**config.mk**
```make
export PLATFORM = sky130hd
export DESIGN_NAME = serial_subtractor
export DESIGN_NICKNAME = d
export VERILOG_FILES = /design/src/rtl/serial_subtractor.sv
export SDC_FILE = /design/constraint.sdc
export NUM_CORES = 1
export LEC_CHECK = 0
export BUFFER_PORTS_ARGS = -buffer_cell sky130_fd_sc_hd__buf_2
export CORE_MARGIN = 10
export CORE_UTILIZATION = 55
export CTS_CLUSTER_DIAMETER = 40
export DETAILED_ROUTE_END_ITERATION = 10
export MAX_ROUTING_LAYER = met4
export PLACE_DENSITY = 0.79
export RECOVER_POWER = 50
export SLEW_MARGIN = 20
export SYNTH_ARGS = -nofsm -noshare
export SYNTH_HDL_FRONTEND = slang
export SYNTH_SLANG_ARGS = --single-unit
```
**constraint.sdc**
```tcl
create_clock -name clk -period 3.2 [get_ports clk]
set_input_delay 0.16 -clock clk [delete_from_list [all_inputs] [get_ports clk]]
set_output_delay 0.16 -clock clk [all_outputs]
set_load 0.1 [all_outputs]
```
**src/rtl/serial_subtractor.sv**
```systemverilog
// Bit-serial subtractor: diff = a - b - borrow_in, one bit per clock, LSB first.
// Optional signed-overflow output enabled by defining SERIAL_SUB_SIGNED_OVF_EN.
module serial_subtractor #(
    parameter int NUM_BITS = 4
) (
    input  logic                clk,
    input  logic                n_rst,
    input  logic                start,
    input  logic [NUM_BITS-1:0] a,
    input  logic [NUM_BITS-1:0] b,
    input  logic                borrow_in,
    output logic                busy,
    output logic                done,
    output logic [NUM_BITS-1:0] diff,
    output logic                underflow
`ifdef SERIAL_SUB_SIGNED_OVF_EN
    ,
    output logic                overflow_s
`endif
);

    localparam int CW = $clog2(NUM_BITS);

    typedef enum logic [1:0] {
        IDLE  = 2'd0,
        SHIFT = 2'd1,
        DONE  = 2'd2
    } state_t;

    state_t state_q, state_d;

    logic [NUM_BITS-1:0] a_q, a_d;
    logic [NUM_BITS-1:0] b_q, b_d;
    logic [NUM_BITS-1:0] res_q, res_d;
    logic [NUM_BITS-1:0] diff_q, diff_d;
    logic [CW-1:0]       cnt_q, cnt_d;
    logic                br_q, br_d;
    logic                unf_q, unf_d;
    logic                busy_q, busy_d;
    logic                done_q, done_d;
    logic                bit_d;
    logic                br_nx;
    logic                last;
`ifdef SERIAL_SUB_SIGNED_OVF_EN
    logic                ovf_q, ovf_d;
`endif

    // Single full-subtractor cell on the operand LSBs.
    assign bit_d = a_q[0] ^ b_q[0] ^ br_q;
    assign br_nx = (~a_q[0] & b_q[0]) | (~(a_q[0] ^ b_q[0]) & br_q);
    assign last  = (cnt_q == CW'(NUM_BITS - 1));

    always_ff @(posedge clk or negedge n_rst) begin
        if (!n_rst) begin
            state_q <= IDLE;
            a_q     <= '0;
            b_q     <= '0;
            res_q   <= '0;
            diff_q  <= '0;
            cnt_q   <= '0;
            br_q    <= 1'b0;
            unf_q   <= 1'b0;
            busy_q  <= 1'b0;
            done_q  <= 1'b0;
`ifdef SERIAL_SUB_SIGNED_OVF_EN
            ovf_q   <= 1'b0;
`endif
        end else begin
            state_q <= state_d;
            a_q     <= a_d;
            b_q     <= b_d;
            res_q   <= res_d;
            diff_q  <= diff_d;
            cnt_q   <= cnt_d;
            br_q    <= br_d;
            unf_q   <= unf_d;
            busy_q  <= busy_d;
            done_q  <= done_d;
`ifdef SERIAL_SUB_SIGNED_OVF_EN
            ovf_q   <= ovf_d;
`endif
        end
    end

    always_comb begin
        state_d = state_q;
        a_d     = a_q;
        b_d     = b_q;
        res_d   = res_q;
        diff_d  = diff_q;
        cnt_d   = cnt_q;
        br_d    = br_q;
        unf_d   = unf_q;
`ifdef SERIAL_SUB_SIGNED_OVF_EN
        ovf_d   = ovf_q;
`endif
        unique case (state_q)
            IDLE: begin
                if (start) begin
                    a_d     = a;
                    b_d     = b;
                    br_d    = borrow_in;
                    cnt_d   = '0;
                    state_d = SHIFT;
                end
            end
            SHIFT: begin
                a_d   = a_q >> 1;
                b_d   = b_q >> 1;
                res_d = {bit_d, res_q[NUM_BITS-1:1]};
                br_d  = br_nx;
                cnt_d = cnt_q + CW'(1);
                if (last) begin
                    diff_d  = {bit_d, res_q[NUM_BITS-1:1]};
                    unf_d   = br_nx;
`ifdef SERIAL_SUB_SIGNED_OVF_EN
                    // Borrow into vs. out of the MSB disagree on overflow.
                    ovf_d   = br_nx ^ br_q;
`endif
                    cnt_d   = '0;
                    state_d = DONE;
                end
            end
            DONE: begin
                state_d = IDLE;
            end
            default: begin
                state_d = IDLE;
            end
        endcase
        // Flags are registered from the next state so they never glitch.
        busy_d = (state_d != IDLE);
        done_d = (state_d == DONE);
    end

    assign busy      = busy_q;
    assign done      = done_q;
    assign diff      = diff_q;
    assign underflow = unf_q;
`ifdef SERIAL_SUB_SIGNED_OVF_EN
    assign overflow_s = ovf_q;
`endif

endmodule

```
==> metrics.cfg, run 1 <==
[run_status]
run_status=finished, final reports clean

[grt]
track_usage=0.102
antenna_found_initial=0
grt_pass1_vias=625
grt-ovfl-total=0
grt_start_max_net_pins=24
grt_pass1_wl_um=2820

[worst_setup_path]
crit_buf_inv=0
crit_path_max_fanout=13
cp.required_ps=3400
end_kind=flip-flop
worstPathArrival_ps=1680
start_kind=flip-flop
path_class=reg -> reg
cp_slowest_stage_delay_ps=620
cp_top_family=flip-flops
path_cells=nand3b_1 -> mux2_2
critPathSlowestCell=dfrtp_1

[detailed_routing]
routed-via-count=645
firstDrtPassIters=5
remaining_drc_errors=0
avgRoutedWirePerCell_um=13.8
via_per_inst=5.20
ant_nets=0
drt_wl_total_um=1710
drtIter0Drc=28

[synth]
synthCells=79
netlist_top_cells_area=dfrtp_1 59%, mux2_2 8.1%, a222oi_1 7.2%
synthSimpleGateAreaFrac=0.0913
synth_cell_types=20
synth_seq_area_share=0.591
syn_area_sq_um=973
ys_warn_count=0
synth-adder-area-share=0.0334
syn_nets=93
synth_xor_area_frac=0
synth_top_area_frac=0.591
synth_compound_area_frac=0.121
synth-seq-cells=23
synth_top_area_cell=dfrtp_1
synthMuxAreaShare=0.0913
synth_top_family_by_area=compound AO/OA/AOI/OAI gates
syn_avg_cell_area_sq_um=12.3

[timing]
timing.final.max_slew_violations=0
period_minus_slack_ps=1480
tightest_slew_ps=1180
rsz0062_at_grt=false
setup_slack_ps=1720
period_share=0.462
setup_viol=0
tns_ps=0
skew_ps=3.37
slew_headroom=0.214
hold_viol=0
fmax_mhz=677

[finish]
finalNonFillerCells=124
syn2layout_area_growth_pct=13.5
finalInstanceArea_sq_um=1100
drive_gt1_frac=0.293
diodes=0
final_net_count=114

[clock_tree]
clk_latency_ps=300
numCtsBuffers=3
cts_sinks=23
htreeDepth=1
cts-root-buf=clkbuf_4
clkSlewWorstSetupHoldPaths_ps=120
clock_path_buffers=2
tritoncts=done

[placement]
dpl_cell_area_sq_um=1070
io_buffers=18
dp_slack_ps=1790
hpwlAfterDp_um=1240
gp_congestion=0.672
dpl.cell_count=119

[die]
num_rows=15
initial_core_util=0.570
core_sq_um=1710
die_area_sq_um=3850
die_y_um=62.1
die_w_um=62.1
ios=19

[run]
maxCapViolations=0

[min_path]
hold_path.class=in -> reg

worst register-to-register path, stage by stage (launching register included):
cell and delay [ps]:
dfrtp_1 620, nand3b_1 370, mux2_2 390
cell usage after synthesis, drive strengths merged:
master	instances
dfrtp	23
inv	13
nor2	8
a222oi	7
mux2	7
nand2	4
buf	3
a22o	2
nor2b	2
o221ai	2
or2	2
a21oi	1
fa	1
ha	1
mux2i	1
nand3b	1
o21bai	1
sequential cells by signal (all words and copies together), names as in the netlist:
| name | cells |
|---|---|
| br_q | 1 |
| cnt_q | 2 |
| underflow | 1 |
| done | 1 |
| b_q | 4 |
| diff | 4 |
| state_q | 2 |
| res_q | 3 |
| a_q | 4 |
| busy | 1 |
cell type report:
type,instances,area [sq um]
sequential,23,576
clock buffer,4,26.3
timing repair buffer,19,98.8
multi-input combinational,40,324
inverter,13,48.8
fill,140,603
tap,25,31.3
what timing repair did:
action / in CTS / in global routing
resized for setup: 0 / 0
endpoints found under the hold margin: 23 / 0
setup endpoints to repair: 0 / 0
setup buffers: 0 / 0
hold buffers: 1 / 0
worst paths after layout:
path / from / to / slack [ps] / cells past startpoint
max in group asynchronous: n_rst / diff[1] / 1900 / 2
hold reg to reg: diff[0] / diff[0] / 510 / 1
hold / removal: b[3] / b_q[3] / 130 / 3
setup reg to reg: state_q[1] / diff[2] / 1720 / 2
setup / recovery: state_q[1] / diff[2] / 1720 / 2
min in group asynchronous: n_rst / b_q[3] / 600 / 2
cell families (layout without fill, tap and decap cells):
group           after synthesis  in the layout
compound gates               13             13
fa+ha+maj                     2              2
buf+inv                      16             36
flops                        23             23
mux                           8              8
simple gates                 17             17
through the flow:
| step | util | hold WS [ps] |
|---|---|---|
| after floorplan | - | -136 |
| after global placement | 0.629 | 152 |
| after detailed placement | 0.629 | 149 |
| after CTS | 0.650 | 133 |
| after global routing | 0.647 | 126 |
| final | 0.647 | 134 |
routing by layer:
metal  track usage  up-vias  wire length, um
met3        0.0244        2               83
met2         0.149       13              783
li1              -      311                -
met1         0.129      319              840
met5             -        -                0
met4        0.0478        0                5
cell usage in the layout (no fill, tap or decap):
cell type,Yosys,routed
a22o_1,2,2
a21oi_1,1,1
dlygate4sd3_1,0,1
buf_2,2,17
mux2_2,7,7
or2_0,0,1
a222oi_1,7,7
nand2_1,4,4
o221ai_1,2,2
o21bai_1,1,1
ha_1,1,1
nor2_1,8,8
nor2b_4,1,1
dfrtp_1,23,23
or2_2,1,1
nand3b_1,0,1
nor2b_1,1,1
clkbuf_4,0,3
fa_1,1,1
mux2i_1,1,1
inv_1,13,13
clkbuf_1,0,2
Power of run 1 is not shown: default switching activity piles up to over one toggle a cycle in this logic, so the estimate is an artifact.
==> run 2: changes to the inputs <==
--- a/config.mk
+++ b/config.mk
@@ -7,11 +7,11 @@
 export LEC_CHECK = 0
 export BUFFER_PORTS_ARGS = -buffer_cell sky130_fd_sc_hd__buf_2
 export CORE_MARGIN = 10
-export CORE_UTILIZATION = 55
+export CORE_UTILIZATION = 52
 export CTS_CLUSTER_DIAMETER = 40
 export DETAILED_ROUTE_END_ITERATION = 10
 export MAX_ROUTING_LAYER = met4
-export PLACE_DENSITY = 0.79
+export PLACE_DENSITY = 0.75
 export RECOVER_POWER = 50
 export SLEW_MARGIN = 20
 export SYNTH_ARGS = -nofsm -noshare
==> constraint.sdc (replaced) <==
create_clock -name clk -period 1.5 [get_ports clk]
set_input_delay 0.075 -clock clk [delete_from_list [all_inputs] [get_ports clk]]
set_output_delay 0.075 -clock clk [all_outputs]
set_load 0.1 [all_outputs]
==> run 2 against run 1 <==
Sequential share of layout area is 1.4 points lower. Non-clock buffer count is 4 higher. Worst hold slack worse by 76 ps. Largest cell class unchanged. Critical path type unchanged. Clock skew is 2.8 ps lower.
==> metrics.cfg, run 2 (synthesis results as in run 1) <==
[run_status]
run_status=finished, final reports clean

[clock_tree]
clkSlewWorstSetupHoldPaths_ps=120  ; about the same
cts_sinks=23  ; unchanged
clk_latency_ps=300  ; about the same
cts_setup_buffers=0  ; unchanged
htreeDepth=1  ; unchanged
cts-root-buf=clkbuf_4
hold_buffers=1  ; unchanged
clock_path_buffers=2  ; unchanged
cts_resized=0  ; unchanged
tritoncts=done
numCtsBuffers=3  ; unchanged

[min_path]
hold_path.class=in -> reg

[detailed_routing]
firstDrtPassIters=5  ; unchanged
via_per_inst=5.09  ; -2.2%
ant_nets=0  ; unchanged
drt_wl_total_um=1770  ; +3.6%
avgRoutedWirePerCell_um=13.9  ; +0.38%
routed-via-count=651  ; +0.93%
remaining_drc_errors=0  ; unchanged
drtIter0Drc=40  ; +43%

[worst_setup_path]
cp.required_ps=1700  ; -1700 ps
path_cells=ha_1 -> nand3b_2 -> mux2_2
cp_slowest_stage_delay_ps=430  ; -190 ps
start_kind=flip-flop
crit_path_max_fanout=7  ; -6
worstPathArrival_ps=1540  ; -140 ps
crit_buf_inv=0  ; unchanged
path_class=reg -> reg
cp_top_family=flip-flops
critPathSlowestCell=dfrtp_1
end_kind=flip-flop

[placement]
io_buffers=18  ; unchanged
gp_congestion=0.715  ; +6.4%
hpwlAfterDp_um=1400  ; +12%

[grt]
grt-ovfl-total=0  ; unchanged
track_usage=0.0961  ; -0.00568
antenna_found_initial=0  ; unchanged
grt_start_max_net_pins=24  ; unchanged
grt.busiest_layer=met2
grt_pass1_vias=698  ; +12%
use_met1=0.109  ; -0.0206
grt_util_met2=0.154  ; +0.00443
grt_pass1_wl_um=3080  ; +9.6%
globalRouteMet3Util=0.0247  ; +0.000345

[timing]
rsz0062_at_grt=false
slew_headroom=0.229  ; +0.0152
fmax_mhz=744  ; +10%
timing.final.max_slew_violations=0  ; unchanged
hold_viol=0  ; unchanged
skew_ps=0.553  ; -2.82 ps
period_share=0.896  ; +0.434
tightest_slew_ps=1160  ; -22.8 ps
period_minus_slack_ps=1340  ; -134 ps
setup_viol=0  ; unchanged
tns_ps=0  ; unchanged

[finish]
final_net_count=118  ; +3.5%
drive_gt1_frac=0.330  ; +0.0372
mostFrequentLayoutCells=23 x dfrtp_1, 17 x buf_2, 13 x inv_1
fill_cells=161  ; +15%
diodes=0  ; unchanged
syn2layout_area_growth_pct=16.7
mostFrequentLayoutCell=dfrtp_1

[die]
num_rows=15  ; unchanged
core_sq_um=1750  ; +2.2%
ios=19  ; unchanged
die_area_sq_um=4000  ; +3.9%
die_w_um=63.3  ; +1.9%
initial_core_util=0.558  ; -0.0123
die_y_um=63.3  ; +1.9%

[run]
maxCapViolations=0  ; unchanged

==> run 2: final cells by class <==
type	instances	area, sq um	area share
Clock buffer	3	22.5	0.0198
Clock inverter	1	5.00	0.00441
Inverter	13	48.8	0.0430
Multi-Input combinational cell	40	328	0.289
Sequential cell	23	576	0.507
Tap cell	25	31.3	0.0275
Timing Repair Buffer	23	125	0.110
==> run 2: worst paths after layout <==
check	startpoint	to	slack, ps	depth (start not counted)
setup / recovery	cnt_q[0]	diff[3]	160	3
hold reg to reg	diff[1]	diff[1]	510	1
hold / removal	b[3]	b_q[3]	60	3
setup reg to reg	cnt_q[0]	diff[3]	160	3
min in group asynchronous	n_rst	a_q[3]	510	2
max in group asynchronous	n_rst	res_q[3]	310	2
==> run 2: tightest hold or removal path: cells and delay by family <==
family | cells | cell delay [ps]
and+or+nand+nor | 1 | 50
buffers and inverters | 1 | 100
AOI/OAI and AO/OA | 1 | 90
==> run 2: metrics by stage <==
stage / hold slack [ps] / setup WS [ps] / instances / utilization / instance area [sq um]
3_3_place_gp: 68.9 / 203 / 123 / 0.632 / 1100
3_5_place_dp: 61.9 / 184 / 123 / 0.632 / 1100
4_1_cts: 53.5 / 156 / 128 / 0.654 / 1140
5_1_grt: 64.5 / 84.2 / 128 / 0.651 / 1140
6_report: 58.2 / 156 / 128 / 0.651 / 1140
2_1_floorplan: -221 / 240 / 79 / - / 973
==> run 2: layer usage <==
layer / part of all wire / wire [um] / up-vias
li1: - / - / 322
met1: 0.47 / 832 / 311
met2: 0.48 / 852 / 14
met3: 0.032 / 56 / 4
met4: 0.019 / 33 / 0
met5: 0 / 0 / -
Power of run 2 is left out for the same reason.
==> run 3: changes to the inputs <==
--- a/config.mk
+++ b/config.mk
@@ -5,7 +5,7 @@
 export SDC_FILE = /design/constraint.sdc
 export NUM_CORES = 1
 export LEC_CHECK = 0
-export BUFFER_PORTS_ARGS = -buffer_cell sky130_fd_sc_hd__buf_2
+export BUFFER_PORTS_ARGS = -buffer_cell sky130_fd_sc_hd__buf_4
 export CORE_MARGIN = 10
 export CORE_UTILIZATION = 52
 export CTS_CLUSTER_DIAMETER = 40
==> run 3 against run 2 <==
Worst setup slack better by 3.4 ps. Cell area is 3.4% higher. Die area unchanged. Largest cell class unchanged.
==> metrics.cfg, run 3 (synthesis results as in run 1) <==
[timing]
period_share=0.894  ; -0.00228
period_minus_slack_ps=1340  ; -3.41 ps
skew_ps=3.75  ; +3.19 ps
fin_hold_ws_ps=60.7  ; +2.48 ps
setup_viol=0  ; unchanged
tns_ps=0  ; unchanged
slew_headroom=0.233  ; +0.00382
tightest_slew_ps=1150  ; -5.72 ps
fmax_mhz=746  ; +0.25%
timing.final.max_slew_violations=0  ; unchanged
hold_viol=0  ; unchanged
rsz0062_at_grt=false

[finish]
syn2layout_area_growth_pct=20.7
drive_gt1_frac=0.340  ; +0.00971
mostFrequentLayoutCells=23 x dfrtp_1, 18 x buf_4, 13 x inv_1
mostFrequentLayoutCell=dfrtp_1
utilization=0.673  ; +0.0222
finalInstanceArea_sq_um=1170  ; +3.4%
final_net_count=118  ; unchanged
diodes=0  ; unchanged

[worst_setup_path]
crit_path_max_fanout=12  ; +5
start_kind=flip-flop
reg2reg_depth=2  ; -1
end_kind=flip-flop
path_class=reg -> reg
worstPathArrival_ps=1540  ; about the same
cp.required_ps=1700  ; about the same

[detailed_routing]
ant_nets=0  ; unchanged
drtIter0Drc=39  ; -2.5%
remaining_drc_errors=0  ; unchanged
drt_wl_total_um=1820  ; +2.8%
firstDrtPassIters=4  ; -1
avgRoutedWirePerCell_um=14.2  ; +2.8%
routed-via-count=652  ; +0.15%
via_per_inst=5.09  ; +0.15%

[placement]
gp_congestion=0.681  ; -4.8%
dpl_cell_area_sq_um=1150  ; +4.1%
hpwlAfterDp_um=1410  ; +0.72%
io_buffers=18  ; unchanged

[run]
maxCapViolations=0  ; unchanged

[clock_tree]
tritoncts=done
cts_setup_buffers=0  ; unchanged
cts_sinks=23  ; unchanged
clk_latency_ps=300  ; about the same
cts_resized=0  ; unchanged
hold_buffers=1  ; unchanged
cts-root-buf=clkbuf_4
htreeDepth=1  ; unchanged
numCtsBuffers=3  ; unchanged
clkSlewWorstSetupHoldPaths_ps=120  ; about the same
clock_path_buffers=2  ; unchanged

[grt]
grt_pass1_vias=658  ; -5.7%
grt-ovfl-total=0  ; unchanged
antenna_found_initial=0  ; unchanged
grt_pass1_wl_um=3000  ; -2.7%
track_usage=0.0929  ; -0.00315
grt_start_max_net_pins=24  ; unchanged

[die]
core_sq_um=1750  ; unchanged
initial_core_util=0.558  ; unchanged
num_rows=15  ; unchanged
die_y_um=63.3  ; unchanged
ios=19  ; unchanged
die_area_sq_um=4000  ; unchanged
die_w_um=63.3  ; unchanged

[min_path]
holdPathStages=3  ; unchanged
hold_path.class=in -> reg

[run_status]
run_status=finished, final reports clean

==> run 3: changes by cell type in the layout (fill, tap and decap cells not counted), sizes merged <==
cell / change
buf: -2
clkbuf: +2
==> run 3: critical path, cell delays in order, from the launching register on <==
cell     delay [ps]
dfrtp_1         490
nor2b_4         370
mux2_2          380
==> run 3: worst paths after layout <==
kind / start / endpoint / slack [ps]
max: state_q[0] / res_q[3] / 160
min: b[3] / b_q[3] / 60
max reg2reg: state_q[0] / res_q[3] / 160
min reg2reg: diff[1] / diff[1] / 520
max in group asynchronous: n_rst / res_q[1] / 310
min in group asynchronous: n_rst / b_q[3] / 510
==> run 3: cell type report <==
class                      count  area (sq um)
multi-input combinational     40           328
timing repair buffer          23           164
clock buffer                   3          22.5
clock inverter                 1          5.00
inverter                      13          48.8
tap                           25          31.3
fill                         144           571
sequential                    23           576
==> run 3: stage by stage <==
stage	setup slack (ps)	std cells
detailed placement	136	123
global route	94.2	128
finish	160	128
floorplan	240	79
global placement	207	123
CTS	121	128
==> run 3: metal layers <==
| metal | global-route usage | wire length, um |
|---|---|---|
| met4 | 0.0328 | 24 |
| met5 | - | 0 |
| met2 | 0.143 | 858 |
| met3 | 0.0300 | 91 |
| met1 | 0.111 | 848 |
Power of run 3 is left out for the same reason.
